## src/rtl/div_arbiter_pkg.sv

```systemverilog
// Shared types and constants for the divider arbiter: FSM encoding, data width,
// divide-by-zero quotient and the round-robin pointer advance helper.
package div_arbiter_pkg;

   localparam int DATA_W = 32;
   localparam int ID_W   = 3;
   localparam logic [DATA_W-1:0] DIV_ZERO_QUOT = 32'hFFFF_FFFF;

   typedef enum logic [2:0] {
      ST_INIT  = 3'd0,
      ST_IDLE  = 3'd1,
      ST_RUN   = 3'd2,
      ST_DRAIN = 3'd3,
      ST_RESP  = 3'd4
   } state_e;

   function automatic logic [ID_W-1:0] rr_next(input logic [ID_W-1:0] id, input int nreq);
      if (int'(id) >= nreq - 1) begin
         return {ID_W{1'b0}};
      end else begin
         return id + ID_W'(1);
      end
   endfunction

endpackage

```

## src/rtl/div_arbiter_if.sv

```systemverilog
// Request/response bundle between the requesters (master) and the arbiter (slave).
interface div_arbiter_if #(parameter int NREQ = 2);

   logic [NREQ-1:0]                          req_valid;
   logic [NREQ-1:0]                          req_ready;
   logic [div_arbiter_pkg::DATA_W*NREQ-1:0] req_x;
   logic [div_arbiter_pkg::DATA_W*NREQ-1:0] req_y;
   logic [NREQ-1:0]                          req_u;
   logic [NREQ-1:0]                          resp_valid;
   logic [NREQ-1:0]                          resp_ready;
   logic [div_arbiter_pkg::DATA_W-1:0]      resp_quot;
   logic [div_arbiter_pkg::DATA_W-1:0]      resp_rem;
   logic                                     resp_err;

   modport master (
      output req_valid, req_x, req_y, req_u, resp_ready,
      input  req_ready, resp_valid, resp_quot, resp_rem, resp_err
   );

   modport slave (
      input  req_valid, req_x, req_y, req_u, resp_ready,
      output req_ready, resp_valid, resp_quot, resp_rem, resp_err
   );

endinterface

```

## src/rtl/div_arbiter_rr_grant.sv

```systemverilog
// Combinational round-robin picker: first set request at or above ptr, with wrap.
module div_arbiter_rr_grant
   import div_arbiter_pkg::*;
#(
   parameter int NREQ = 2
) (
   input  logic [NREQ-1:0] req,
   input  logic [ID_W-1:0] ptr,
   output logic [NREQ-1:0] gnt,
   output logic [ID_W-1:0] gnt_id,
   output logic            any
);

   logic [2*NREQ-1:0] rot_s;
   int                sum_s;

   assign rot_s = {req, req} >> ptr;

   always_comb begin
      gnt_id = '0;
      any    = 1'b0;
      sum_s  = 0;
      for (int k = 0; k < NREQ; k++) begin
         if (!any && rot_s[k]) begin
            any   = 1'b1;
            sum_s = int'(ptr) + k;
            if (sum_s >= NREQ) begin
               sum_s = sum_s - NREQ;
            end else begin
               sum_s = sum_s;
            end
            gnt_id = ID_W'(sum_s);
         end else begin
            any = any;
         end
      end
      gnt = any ? ({{(NREQ-1){1'b0}}, 1'b1} << gnt_id) : '0;
   end

endmodule

```

## src/rtl/divider.sv

```systemverilog
// Shared 32-bit sequential divider: one load edge plus 32 restoring steps while run=1;
// the iteration counter only clears on an edge with run=0 (no reset input).
module divider (
   input  logic        clk,
   input  logic        run,
   input  logic        u,
   input  logic [31:0] x,
   input  logic [31:0] y,
   output logic        stall,
   output logic [31:0] quot,
   output logic [31:0] rem
);

   localparam logic [5:0] LAST_CNT = 6'd33;

   logic [5:0]  cnt_q, cnt_d;
   logic [31:0] q_q, q_d, r_q, r_d;
   logic        neg_q, neg_d;
   logic [32:0] trial_s, diff_s;
   logic        rem_nz_s;

   assign trial_s  = {r_q, q_q[31]};
   assign diff_s   = trial_s - {1'b0, y};
   assign rem_nz_s = |r_q;

   always_comb begin
      cnt_d = cnt_q;
      q_d   = q_q;
      r_d   = r_q;
      neg_d = neg_q;
      if (!run) begin
         cnt_d = 6'd0;
      end else if (cnt_q == 6'd0) begin
         // Negative signed dividends are divided by magnitude and fixed up on output.
         cnt_d = 6'd1;
         neg_d = u & x[31];
         q_d   = (u & x[31]) ? (32'd0 - x) : x;
         r_d   = 32'd0;
      end else if (cnt_q != LAST_CNT) begin
         cnt_d = cnt_q + 6'd1;
         if (!diff_s[32]) begin
            r_d = diff_s[31:0];
            q_d = {q_q[30:0], 1'b1};
         end else begin
            r_d = trial_s[31:0];
            q_d = {q_q[30:0], 1'b0};
         end
      end else begin
         cnt_d = cnt_q;
      end
   end

   always_ff @(posedge clk) begin
      cnt_q <= cnt_d;
      q_q   <= q_d;
      r_q   <= r_d;
      neg_q <= neg_d;
   end

   // Floored correction: -a = -(q*y + r) becomes quot = -q-1 = ~q, rem = y - r when r != 0.
   assign stall = run & (cnt_q != LAST_CNT);
   assign quot  = neg_q ? (rem_nz_s ? ~q_q : (32'd0 - q_q)) : q_q;
   assign rem   = (neg_q & rem_nz_s) ? (y - r_q) : r_q;

endmodule

```

## src/rtl/div_arbiter.sv

```systemverilog
// Round-robin sharing of one sequential divider among NREQ requesters, with operand
// latching, run/stall sequencing, divide-by-zero bypass and per-requester responses.
module div_arbiter
   import div_arbiter_pkg::*;
#(
   parameter int NREQ = 2
) (
   input  logic          clk,
   input  logic          rst,
   div_arbiter_if.slave  bus
);

   state_e              state_q, state_d;
   logic [ID_W-1:0]     ptr_q, ptr_d, id_q, id_d;
   logic [DATA_W-1:0]   x_q, x_d, y_q, y_d, quot_q, quot_d, rem_q, rem_d;
   logic                u_q, u_d, err_q, err_d;
   logic [NREQ-1:0]     resp_valid_q, resp_valid_d;

   logic [NREQ-1:0]     gnt_s, id_sel_s;
   logic [ID_W-1:0]     gnt_id_s;
   logic                gnt_any_s, resp_take_s;
   logic [DATA_W-1:0]   sel_x_s, sel_y_s, div_quot_s, div_rem_s;
   logic                sel_u_s, run_s, stall_s;

   div_arbiter_rr_grant #(.NREQ(NREQ)) u_rr (
      .req    (bus.req_valid),
      .ptr    (ptr_q),
      .gnt    (gnt_s),
      .gnt_id (gnt_id_s),
      .any    (gnt_any_s)
   );

   // Divider only ever sees the latched operands, and runs only in ST_RUN.
   divider u_div (
      .clk   (clk),
      .run   (run_s),
      .u     (u_q),
      .x     (x_q),
      .y     (y_q),
      .stall (stall_s),
      .quot  (div_quot_s),
      .rem   (div_rem_s)
   );

   assign run_s       = (state_q == ST_RUN);
   assign id_sel_s    = {{(NREQ-1){1'b0}}, 1'b1} << id_q;
   assign resp_take_s = |(bus.resp_ready & resp_valid_q);

   always_comb begin
      sel_x_s = '0;
      sel_y_s = '0;
      sel_u_s = 1'b0;
      for (int k = 0; k < NREQ; k++) begin
         if (gnt_id_s == ID_W'(k)) begin
            sel_x_s = bus.req_x[k*DATA_W +: DATA_W];
            sel_y_s = bus.req_y[k*DATA_W +: DATA_W];
            sel_u_s = bus.req_u[k];
         end else begin
            sel_u_s = sel_u_s;
         end
      end
   end

   always_comb begin
      state_d      = state_q;
      ptr_d        = ptr_q;
      id_d         = id_q;
      x_d          = x_q;
      y_d          = y_q;
      u_d          = u_q;
      quot_d       = quot_q;
      rem_d        = rem_q;
      err_d        = err_q;
      resp_valid_d = resp_valid_q;
      case (state_q)
         ST_INIT: state_d = ST_IDLE;
         ST_IDLE: begin
            if (gnt_any_s) begin
               x_d   = sel_x_s;
               y_d   = sel_y_s;
               u_d   = sel_u_s;
               id_d  = gnt_id_s;
               ptr_d = rr_next(gnt_id_s, NREQ);
               if (sel_y_s == '0) begin
                  state_d = ST_RESP;
                  quot_d  = DIV_ZERO_QUOT;
                  rem_d   = sel_x_s;
                  err_d   = 1'b1;
               end else begin
                  state_d = ST_RUN;
               end
            end else begin
               state_d = ST_IDLE;
            end
         end
         ST_RUN: begin
            if (!stall_s) begin
               quot_d       = div_quot_s;
               rem_d        = div_rem_s;
               err_d        = 1'b0;
               resp_valid_d = id_sel_s;
               state_d      = ST_DRAIN;
            end else begin
               state_d = ST_RUN;
            end
         end
         // DRAIN's run=0 edge clears the divider counter while the response is offered.
         ST_DRAIN: begin
            if (resp_take_s) begin
               resp_valid_d = '0;
               state_d      = ST_IDLE;
            end else begin
               state_d = ST_RESP;
            end
         end
         ST_RESP: begin
            if (resp_take_s) begin
               resp_valid_d = '0;
               state_d      = ST_IDLE;
            end else begin
               resp_valid_d = id_sel_s;
            end
         end
         default: state_d = ST_INIT;
      endcase
   end

   always_ff @(posedge clk or negedge rst) begin
      if (!rst) begin
         state_q      <= ST_INIT;
         ptr_q        <= '0;
         id_q         <= '0;
         x_q          <= '0;
         y_q          <= '0;
         u_q          <= 1'b0;
         quot_q       <= '0;
         rem_q        <= '0;
         err_q        <= 1'b0;
         resp_valid_q <= '0;
      end else begin
         state_q      <= state_d;
         ptr_q        <= ptr_d;
         id_q         <= id_d;
         x_q          <= x_d;
         y_q          <= y_d;
         u_q          <= u_d;
         quot_q       <= quot_d;
         rem_q        <= rem_d;
         err_q        <= err_d;
         resp_valid_q <= resp_valid_d;
      end
   end

   assign bus.req_ready  = (state_q == ST_IDLE) ? gnt_s : '0;
   assign bus.resp_valid = resp_valid_q;
   assign bus.resp_quot  = quot_q;
   assign bus.resp_rem   = rem_q;
   assign bus.resp_err   = err_q;

endmodule

```

## src/flat_wrapper.sv

```systemverilog
// flat-port wrapper written by rule: the top's interface ports become plain ports
module div_arbiter_flat import div_arbiter_pkg::*;
#(
   parameter int NREQ = 2
)
  (clk, rst, bus_req_valid, bus_req_x, bus_req_y, bus_req_u, bus_resp_ready, bus_req_ready, bus_resp_valid, bus_resp_quot, bus_resp_rem, bus_resp_err);
  div_arbiter_if #(.NREQ(NREQ)) bus_i ();
  input  logic clk;
  input  logic rst;
  input wire logic [$bits(bus_i.req_valid)-1:0] bus_req_valid;
  input wire logic [$bits(bus_i.req_x)-1:0] bus_req_x;
  input wire logic [$bits(bus_i.req_y)-1:0] bus_req_y;
  input wire logic [$bits(bus_i.req_u)-1:0] bus_req_u;
  input wire logic [$bits(bus_i.resp_ready)-1:0] bus_resp_ready;
  output wire logic [$bits(bus_i.req_ready)-1:0] bus_req_ready;
  output wire logic [$bits(bus_i.resp_valid)-1:0] bus_resp_valid;
  output wire logic [$bits(bus_i.resp_quot)-1:0] bus_resp_quot;
  output wire logic [$bits(bus_i.resp_rem)-1:0] bus_resp_rem;
  output wire logic [$bits(bus_i.resp_err)-1:0] bus_resp_err;
  assign bus_i.req_valid = bus_req_valid;
  assign bus_i.req_x = bus_req_x;
  assign bus_i.req_y = bus_req_y;
  assign bus_i.req_u = bus_req_u;
  assign bus_i.resp_ready = bus_resp_ready;
  assign bus_req_ready = bus_i.req_ready;
  assign bus_resp_valid = bus_i.resp_valid;
  assign bus_resp_quot = bus_i.resp_quot;
  assign bus_resp_rem = bus_i.resp_rem;
  assign bus_resp_err = bus_i.resp_err;
  div_arbiter #(.NREQ(NREQ)) u_core (.clk(clk), .rst(rst), .bus(bus_i));
endmodule
```

## config.mk

```make
export PLATFORM = sky130hd
export DESIGN_NAME = div_arbiter_flat
export DESIGN_NICKNAME = d
export VERILOG_FILES = /design/src/rtl/div_arbiter_pkg.sv /design/src/rtl/div_arbiter_if.sv /design/src/rtl/div_arbiter_rr_grant.sv /design/src/rtl/divider.sv /design/src/rtl/div_arbiter.sv /design/src/flat_wrapper.sv
export SDC_FILE = /design/constraint.sdc
export NUM_CORES = 1
export LEC_CHECK = 0
export BUFFER_PORTS_ARGS = -buffer_cell sky130_fd_sc_hd__clkbuf_2
export CAP_MARGIN = 20
export CORE_MARGIN = 5
export CORE_UTILIZATION = 30
export CTS_BUF_LIST = sky130_fd_sc_hd__clkbuf_4
export CTS_CLUSTER_DIAMETER = 40
export DETAILED_ROUTE_END_ITERATION = 10
export PLACE_DENSITY = 0.46
export SLEW_MARGIN = 10
export SYNTH_ARGS = -nofsm -noshare
export SYNTH_HDL_FRONTEND = slang
export SYNTH_SLANG_ARGS = --single-unit
```

## constraint.sdc

```tcl
create_clock -name clk -period 3 [get_ports clk]
set_input_delay 0.15 -clock clk [delete_from_list [all_inputs] [get_ports clk]]
set_output_delay 0.15 -clock clk [all_outputs]
set_load 0.05 [all_outputs]
```

== Word-level counts from Yosys, hierarchy flattened ==
Cells that the tools add are included.

* Register bits after elaboration: 212
* Input bits: 136
* Word-level logic and storage cells: 112

* $add $sub $neg: 9
* Magnitude comparators: 3
* Equal/unequal tests: 11
* Shift-type cells: 3
* Muxes and demuxes: 48
* Bitwise operators: 6
* Reduce and logical (&&, ||, !) cells: 17

{| class="wikitable"
|+ Operators by type and width
! cell !! count
|-
| two-way mux 32 bit || 18
|-
| case mux 32 bit (2 select lines) || 2
|-
| subtractor 1 x 32 -> 32 bit, first input constant || 2
|-
| subtractor 33 x 32 -> 33 bit || 1
|-
| logical NOT 32 bit || 1
|-
| inverter 32 bit || 1
|-
| OR reduction 32 bit || 1
|-
| subtractor 32 bit || 1
|-
| two-way mux 3 bit || 9
|-
| case mux 3 bit (5 select lines) || 1
|-
| two-way mux 1 bit || 11
|-
| two-way mux 2 bit || 5
|-
| != test 2 x 1 -> 1 bit, second input constant || 4
|-
| adder 6 x 1 -> 6 bit, second input constant || 1
|-
| equality test 3 x 1 -> 1 bit, second input constant || 2
|-
| equality test 3 x 2 -> 1 bit, second input constant || 2
|-
| logical NOT 3 bit || 2
|-
| logical NOT 6 bit || 1
|-
| != test 6 bit, second input constant || 1
|-
| case mux 2 bit (3 select lines) || 1
|-
| AND reduction 2 bit || 3
|-
| << shifter 1 x 3 -> 2 bit, first input constant || 2
|-
| subtractor 3 x 2 -> 3 bit, second input constant || 2
|-
| adder 3 x 1 -> 4 bit, second input constant || 1
|-
| 18 further kinds || 22
|}

== Depth between registers and ports, before layout ==
Gate-level depths: netlist of the first run.

* Word-level depth: 12
* Mapped depth: 17
* Depth with buffers taken out: 15

== Cells and area by module ==
A second synthesis of the first run with hierarchy kept.

* Cell total of the unflattened synthesis: 1,689
* Area, all modules: 14,834.2 um2

{| class="wikitable"
|+ Modules (own cells, without submodules)
! module !! instances !! cells each !! area an instance (um2)
|-
| divider || 1 || 1,046 || 8,209.1
|-
| div_arbiter || 1 || 605 || 6,349.8
|-
| div_arbiter_rr_grant || 1 || 38 || 275.3
|}

== Worst setup path before layout of the first run ==
OpenSTA, ideal clock, no wires.

* Path kind: register to register
* Start point: reg u_core.ptr_q[0]
* End point: reg u_core.ptr_q[1]
* Setup time: 83 ps
* Arrival: 3,360 ps
* Path slack: -443 ps
* Stages on the path, launching flop included: 12
* Period minus slack after synthesis: 3,443 ps
* Cell sequence: dfrtp_1 -> inv_1 -> ha_1 -> inv_1 -> o21ai_0 -> xnor2_1 -> a32oi_1 -> inv_1 -> nor4_1 -> nor2b_1 -> nand2_1 -> o21ai_0

* Longest elaborated chain between the ends: 7

{| class="wikitable"
|+ Ends and longest elaborated chain
! element !! line !! RTL
|-
| start, declared || div_arbiter.sv:14 || <nowiki>logic [ID_W-1:0] ptr_q, ptr_d, id_q, id_d;</nowiki>
|-
| start signal, assigned || div_arbiter.sv:142 || <nowiki>ptr_q <= ptr_d;</nowiki>
|-
| branches (longest 4 deep; another with adder 3 x 1 -> 4 bit) || - ||
|-
| two-way mux 3 bit (*) || div_arbiter_rr_grant.sv:24 || <nowiki>if (!any && rot_s[k]) begin</nowiki>
|-
| net u_core.gnt_id_s[1] || div_arbiter.sv:20 || <nowiki>logic [ID_W-1:0] gnt_id_s;</nowiki>
|-
| adder 3 x 1 -> 3 bit or >= comparator 3 x 1 -> 1 bit (tied branches) || div_arbiter_pkg.sv:21, div_arbiter_pkg.sv:18 ||
|-
| two-way mux 3 bit (*) || div_arbiter_pkg.sv:18 || <nowiki>if (int'(id) >= nreq - 1) begin</nowiki>
|}

Mark *: on every way through the listed nets, which the timed path passes.
A chain may end at the register's enable or synchronous reset.

== Worst setup path after layout of the first run ==
* Start point: reg u_core.ptr_q[1]
* End point: reg u_core.rem_q[31] (netlist: u_core.bus.resp_rem[31])

* Longest elaborated chain between the ends: 11

{| class="wikitable"
|+ Ends and longest elaborated chain
! element !! line !! RTL
|-
| branches (longest 11 deep; another with adder 3 x 1 -> 4 bit) || - ||
|-
| end signal, assigned || div_arbiter.sv:148 || <nowiki>rem_q <= rem_d;</nowiki>
|-
| end, declared || div_arbiter.sv:15 || <nowiki>logic [DATA_W-1:0] x_q, x_d, y_q, y_d, quot_q, quot_d, rem_q, rem_d;</nowiki>
|}

Parallel ways; which one is timed is not known. The select of a mux whose other input is x is not followed.

==> results.md, run 1 <==
- Status: complete, but fails checks
- Failing checks: setup timing
- TritonCTS clock tree: built
- Routability cong.: 0.842
- Peak Freq: between 300 and 400 MHz
- DRC viols: 0
- Sequential Power Share: approximately 47%
- Synth Instances: 1732
- Setup_tns: -3.82 ns
- Main area contributors after synthesis: dfrtp_1 (24%), edfxtp_1 (13%), ha_1 (6.5%)
- Worst-case hold path end point: u_core.ptr_q[1]
- Max stage delay on crit path: ~0.57 ns
- Most common cell after layout, fill and taps aside: buf_4
- Starting density of the core: ~30%
- Unrepaired setup endpoints after global routing: yes
- Cell Int Power: 4.79 mW
- Reg clk slew, reported paths: 0.06 ns
- Die Wd: 231 µm
- Vias per inst: 5.18
- Clock Tree Buf Depth: 3
- Cell Rows: between 80 and 90
- Crit path DAT: 3.79 ns
- Final WS setup: -0.189 ns
- Sequential Area: roughly 0.0056 mm²
- Worst reg2reg path startpoint: u_core.ptr_q[1]
- Kind of critical path: flip-flop to flip-flop
- Clk Latency, worst-skew pair: 0.78 ns
- First-pass GRT wire length: 91200 µm
- Crit share post-route: 106%
- YS warnings: 0
- Vias in the first global route: 15960
- Crit Path Max Fanout: 6
- Fin. Hold Viols: 0
- Nets@finish: 2612
- Worst path top cell family by delay: simple AND/OR/NAND/NOR gates
- Fill cells: 4752
- Gr ovfl total: 0
- R2R Setup Slk: -0.19 ns
- Detailed-route via count: 15920
- Largest family of logic cells by synthesized area: compound AO/OA/AOI/OAI gates
- Pre-CTS setup slack: -0.434 ns
- Sw power: 1.59 mW
- Power Density: 284 mW/mm²
- Clock share of power: 47.2%
- Simple-gate share of the synthesized area: 17.4%
- Pin count of the biggest net entering global routing: 82
- EDFF count, synth: 65
- Syn_nets: 1946
- FFs w/ async S/R, synth: between 60% and 70%
- CTS Sinks: between 200 and 250
- Setup Viol. Count Final: 59
- IO buf count: 204
- Multi-input gate area: 0.00937 mm²
- Reg-to-Reg End: u_core.bus.resp_rem[31]
- I/O Pins: about 200
- Synth area leader: dfrtp_1
- Post-layout minimum cycle time: 3.19 ns
- Most frequent cells in the layout: buf_4 (295), clkbuf_2 (201), nand2_1 (153), a21oi_1 (144), dfrtp_1 (139)
- Power Total: 6.39 mW
- Worst slew margin: about three fifths
- Post-synthesis xor/xnor area fraction: under 10%
- Max Cap Violations: 0
- Multiplexer share of the synthesized area: 0.632%
- Slowest cell on crit path: or4bb_4
- DR WL/cell: 19.6 µm
- R2R cell count: 14
- Post-Synth Adder-Cell Area: 6.76%
- DPL Wire Length: between 40000 and 50000 µm
- Post-route ant nets: 0
- Die area: roughly 0.053 mm²
- Critical Path RT: roughly 3.6 ns
- Initial antenna violation count: 2
- Seq/Total Area, Yosys: between 30% and 40%
- Synth unique cells: 73
- Clk_skew: 0.0736 ns
- Critical path launch point type: flip-flop
- Comb power frac: 6.3%
- Crit end category: flip-flop
- DRT Pass-1 Iters: 5
- Slew @ Worst Pin: between 0.6 and 0.7 ns
- Post-synthesis compound-gate area fraction: between 20 and 30%
- Placed insts: 2751
- Starting DRC count in detailed routing: 990
- Area of the mapped netlist: 0.0147 mm²
- Hold path cells: 6
- Die Ht: about 230 µm
- Sw Ratio: between 20% and 30%
- Leak: 10.0 nW
- Top-area cell type share of the netlist area: 24.1%
- Core footprint: about 0.049 mm²
- Final wirelength: 60200 µm
- Layout cell share with drive strength beyond 1: 34.6%
- Max Slew Vio Count: 0
- Buf/Inv on CP: 2
- CP Cell Sequence: or4bb_4, a21oi_4, a32oi_2, ha_2, nor2b_4, o21ai_2, and3b_2, a211oi_2, buf_4, nor2_4, buf_12, or3_1, mux2i_1, a311oi_1
- Avg Cell Area, Syn: about 8.5 µm²
- Final std cells w/o fill: 3073
- Register bit count reported by yosys: 212
- Layout area overhead: 53.7%
- Tot GR Track Use: 21.6%
- TritonCTS Buffers: 68
- Min-delay src: bus_req_valid[1]
- CTS Root Cell: clkbuf_4
- Class of the tightest hold or removal check: input pin to flip-flop
- Worst vdd ir: roughly 0.16 mV
- H-tree Lvls: 3
- Most used DFF post-synth: dfrtp_1
-- final cells by class --
type	instances	share of cell area, %
clock inverter	23	0.616
sequential	212	24.9
multi-input combinational	1331	41.6
timing repair buffer	687	24.5
inverter	98	1.65
clock buffer	98	3.27
tap	622	3.45
antenna	2	0.0222
-- how the worst max path moves through the flow --
stage	start	cells after the start	endpoint	slack, ns
2_1_floorplan	u_core.ptr_q[0]	12	u_core.bus.resp_rem[22]	-0.12
3_3_place_gp	u_core.ptr_q[0]	12	u_core.bus.resp_quot[12]	-0.33
6_report	u_core.ptr_q[1]	14	u_core.bus.resp_rem[31]	-0.19
4_1_cts	u_core.ptr_q[1]	14	u_core.bus.resp_rem[31]	-0.1
3_5_place_dp	u_core.ptr_q[0]	15	u_core.bus.resp_quot[16]	-0.43
5_1_grt	u_core.ptr_q[1]	14	u_core.bus.resp_rem[31]	-0.27
-- power by group through the flow --
stage               logic [mW]  registers [mW]  clock network (mW)
finish                   0.404            2.97                3.01
global route             0.437            2.97                3.29
CTS                      0.392            2.97                3.14
detailed placement       0.244            3.03                   0
global placement         0.241            3.03                   0
floorplan               0.0362            3.03                   0
-- sequential cells by signal (all words and copies together), names as in the netlist --
signal	cells
u_core.bus.resp_err	1
u_core.y_q	32
u_core.u_div.cnt_q	6
u_core.u_div.r_q	32
u_core.bus.resp_valid	2
u_core.u_div.q_q	32
u_core.bus.resp_quot	32
u_core.state_q	3
u_core.x_q	32
u_core.bus.resp_rem	32
u_core.u_q	1
u_core.ptr_q	3
u_core.id_q	3
u_core.u_div.neg_q	1
-- what timing repair did --
item | in CTS | in global routing
pin swaps | 30 | 58
hold buffers | 139 | 0
endpoints found under the setup margin | 102 | 112
endpoints found under the hold margin | 242 | 0
gates resized for setup | 95 | 183
gates cloned | 8 | 6
setup buffers | 24 | 27
-- through the flow --
step                      hold slack (ns)  utilization (%)  area [µm²]
after floorplan                    -0.146                -       14700
after global placement              0.181             37.9       18400
after detailed placement            0.179             37.9       18400
after CTS                           0.108             44.1       21500
after global routing                0.184             46.3       22500
final                               0.218             46.3       22500
-- layer usage --
layer  vias up  wire length (µm)  part of all wire (%)  track usage [%]
li1       7788                 -                     -                -
met1      7599             26300                    44             28.1
met2       421             29600                    49             37.0
met3       112              2660                   4.4             3.48
met4         0              1640                   2.7             6.93
met5         -                 0                     0                0
-- worst min-delay path: stages --
cell and delay (ns):
clkbuf_2 0.10, buf_4 0.14, nand3_1 0.22, ha_2 0.19, nand2_1 0.04, o21ai_0 0.08
-- Yosys cell counts, types with 4 or more instances --
master / n
a211oi_1: 29
mux2i_1: 7
and3_1: 19
buf_1: 8
o22ai_1: 6
o21bai_1: 6
o211a_1: 5
dfxtp_1: 6
clkbuf_1: 78
xor2_1: 51
dfrtp_1: 141
o31ai_1: 13
nor2_1: 151
or3_1: 13
or2_2: 5
a31oi_1: 31
o311ai_0: 4
inv_1: 98
and2_1: 6
xnor2_1: 52
a22oi_1: 34
nand2_1: 160
a22o_1: 7
or4_1: 7
a221oi_1: 37
a21oi_1: 177
o41ai_1: 11
a21boi_0: 6
a21o_1: 30
o211ai_1: 4
o21ai_0: 152
edfxtp_1: 65
buf_2: 5
o21a_1: 13
a311oi_1: 4
ha_1: 76
nand4_1: 7
nand3_1: 38
o31a_1: 6
nand2b_1: 12
nor3_1: 53
nor2b_1: 15
nor4_1: 34
-- kinds of logic after synthesis --
group                      count (synthesis)
AOI/OAI and AO/OA                        602
xor gates and xnor gates                 103
adders and majority gates                 78
buffers and inverters                    190
DFF                                      212
muxes                                      9
and+or+nand+nor                          538
No activity file was read; power rests on OpenSTA's default activity.
==> run 2: changes to the inputs <==
--- a/config.mk
+++ b/config.mk
@@ -13,6 +13,7 @@
 export CTS_CLUSTER_DIAMETER = 40
 export DETAILED_ROUTE_END_ITERATION = 10
 export PLACE_DENSITY = 0.46
+export SETUP_SLACK_MARGIN = 0.05
 export SLEW_MARGIN = 10
 export SYNTH_ARGS = -nofsm -noshare
 export SYNTH_HDL_FRONTEND = slang
==> run 2 against run 1 <==
Compared with the run above: the flow still finishes with violations (setup timing); combinational power grew 4%; wire length increased by 0.21%; global-route usage is 0.12 points lower; critical path depth unchanged; sequential power about the same; register-to-register slack is essentially flat; worst hold slack worse by 0.15 ns; clock power is 4% higher; worst setup slack got worse by 0.0064 ns; power increased by 1.9%; critical endpoint is now u_core.bus.resp_rem[15]; largest power group unchanged.
==> results.md, run 2 (same netlist as run 1, synthesis figures left out) <==
- Post-layout minimum cycle time: 3.19 ns
- Starting density of the core: 30.1%
- Core footprint: 0.0486 mm²
- I/O Pins: approximately 200
- First-pass GRT wire length: between 90000 and 100000 µm
- Fill cells: 4654
- Gr ovfl total: 0
- Die Ht: around 230 µm
- Final wirelength: 60400 µm
- Critical Path RT: 3.63 ns
- Max Slew Vio Count: 0
- Crit share post-route: 106%
- Post-route ant nets: 0
- Vias per inst: roughly 5.3
- Crit end category: flip-flop
- Slew @ Worst Pin: 0.935 ns
- Initial antenna violation count: 1
- Slowest cell on crit path: or4bb_4
- Worst slew margin: 37.6%
- Vias in the first global route: 16250
- Max stage delay on crit path: 0.53 ns
- Final WS setup: -0.195 ns
- Cell Rows: 81
- Worst Setup SP: u_core.ptr_q[1]
- Reg clk slew, reported paths: 0.06 ns
- Kind of critical path: flip-flop to flip-flop
- DRT Pass-1 Iters: 8
- Status: complete, but fails checks
- Sequential Area: 0.00560 mm²
- Worst vdd ir: 0.175 mV
- Most frequent cells in the layout: buf_4 (283), clkbuf_2 (201), nand2_1 (149), a21oi_1 (148), dfrtp_1 (139)
- Most common cell after layout, fill and taps aside: buf_4
- Crit Path Max Fanout: 8
- Die Wd: 231 µm
- Tot GR Track Use: between 20% and 30%
- Crit path to: u_core.bus.resp_rem[15]
- Class of the tightest hold or removal check: input pin to asynchronous set/reset pin
- DPL Wire Length: ~43000 µm
- Layout cell share with drive strength beyond 1: ~36%
- Multi-input gate area: 0.00979 mm²
- H-tree Lvls: 3
- Peak Freq: 313 MHz
- DRC viols: 0
- Worst reg2reg path startpoint: u_core.ptr_q[1]
- IO buf count: 204
- Max Cap Violations: 0
- Power Total: ~6.5 mW
- Starting DRC count in detailed routing: 854
- Fin. Hold Viols: 0
- Reg-to-Reg End: u_core.bus.resp_rem[15]
- Leak: 10.2 nW
- CP Cell Sequence: or4bb_4, a21oi_4, a32oi_4, ha_2, nor2b_4, o21ai_1, and3b_2, a211oi_2, buf_4, buf_6, nor2_4, buf_12, clkbuf_16, a22o_1
- Setup_tns: -9.50 ns
- Clk Latency, worst-skew pair: 0.78 ns
- Layout area overhead: 56.7%
- Failing checks: setup timing
- Setup Viol. Count Final: 94
- CTS Sinks: 212
- Pin count of the biggest net entering global routing: ~80
- CTS Root Cell: clkbuf_4
- Power Density: 284 mW/mm²
- Critical path launch point type: flip-flop
- Detailed-route via count: between 15000 and 20000
- DR WL/cell: a little under 20 µm
- Nets@finish: roughly 2600
- Unrepaired setup endpoints after global routing: yes
- Die area: between 0.05 and 0.06 mm²
- Clock Tree Buf Depth: 3
- R2R Setup Slk: -0.19 ns
- TritonCTS Buffers: 71
- Crit path DAT: 3.83 ns
- Clk_skew: 0.0544 ns
- TritonCTS clock tree: built
- Routability cong.: roughly 0.87
- R2R cell count: 14
-- run 2: critical path, delay by kind of cell, from the launching register on --
kind	cells	cell delay, ns
buffers and inverters	4	0.60
adders and majority gates	1	0.21
DFF	1	0.43
AOI/OAI and AO/OA	5	0.88
and+or+nand+nor	4	0.94
-- run 2: worst min path at each step --
stage | from | endpoint | slack, ns | cells past startpoint
2_1_floorplan | rst | u_core.bus.resp_err | -0.15 | 0
3_3_place_gp | rst | u_core.ptr_q[2] | 0.29 | 1
3_5_place_dp | rst | u_core.ptr_q[2] | 0.29 | 1
4_1_cts | rst | u_core.x_q[16] | 0.02 | 2
5_1_grt | rst | u_core.ptr_q[1] | 0.08 | 2
6_report | rst | u_core.x_q[8] | 0.06 | 2
-- run 2: final cells by class --
cell class / instances / area share [%]
Timing Repair Buffer: 680 / 24.0
Clock buffer: 104 / 3.40
Multi-Input combinational cell: 1330 / 42.6
Clock inverter: 24 / 0.572
Sequential cell: 212 / 24.4
Tap cell: 622 / 3.39
Antenna cell: 2 / 0.0218
Inverter: 98 / 1.60
-- run 2: metrics by stage --
step	util, %	hold slack (ns)	instances	area, µm²	worst slack [ns]
CTS	44.9	0.0178	3054	21900	-0.0919
floorplan	-	-0.146	1732	14700	-0.123
global placement	38.1	0.294	2755	18500	-0.313
finish	47.2	0.0648	3072	23000	-0.195
detailed placement	38.1	0.292	2755	18500	-0.336
global route	47.2	0.0781	3071	23000	-0.298
-- run 2: repair_timing --
| item | CTS | global route |
|---|---|---|
| endpoints found under the setup margin | 142 | 151 |
| hold buffers | 137 | 0 |
| setup buffers | 31 | 11 |
| endpoints found under the hold margin | 227 | 0 |
| gates cloned | 3 | 7 |
| pin swaps | 46 | 62 |
| gates resized for setup | 167 | 173 |
-- run 2: routing by layer --
layer	share of wire, %	track usage [%]	vias up
met5	0	0	-
met3	4.4	3.44	118
met2	49	37.1	441
met1	43	27.5	7851
met4	2.7	7.21	0
li1	-	-	7747
-- run 2: report_power, final --
| part | total (mW) | internal, mW | switching, mW |
|---|---|---|---|
| clock | 3.12 | 1.68 | 1.45 |
| sequential | 2.97 | 2.97 | 0.00221 |
| combinational | 0.419 | 0.229 | 0.190 |
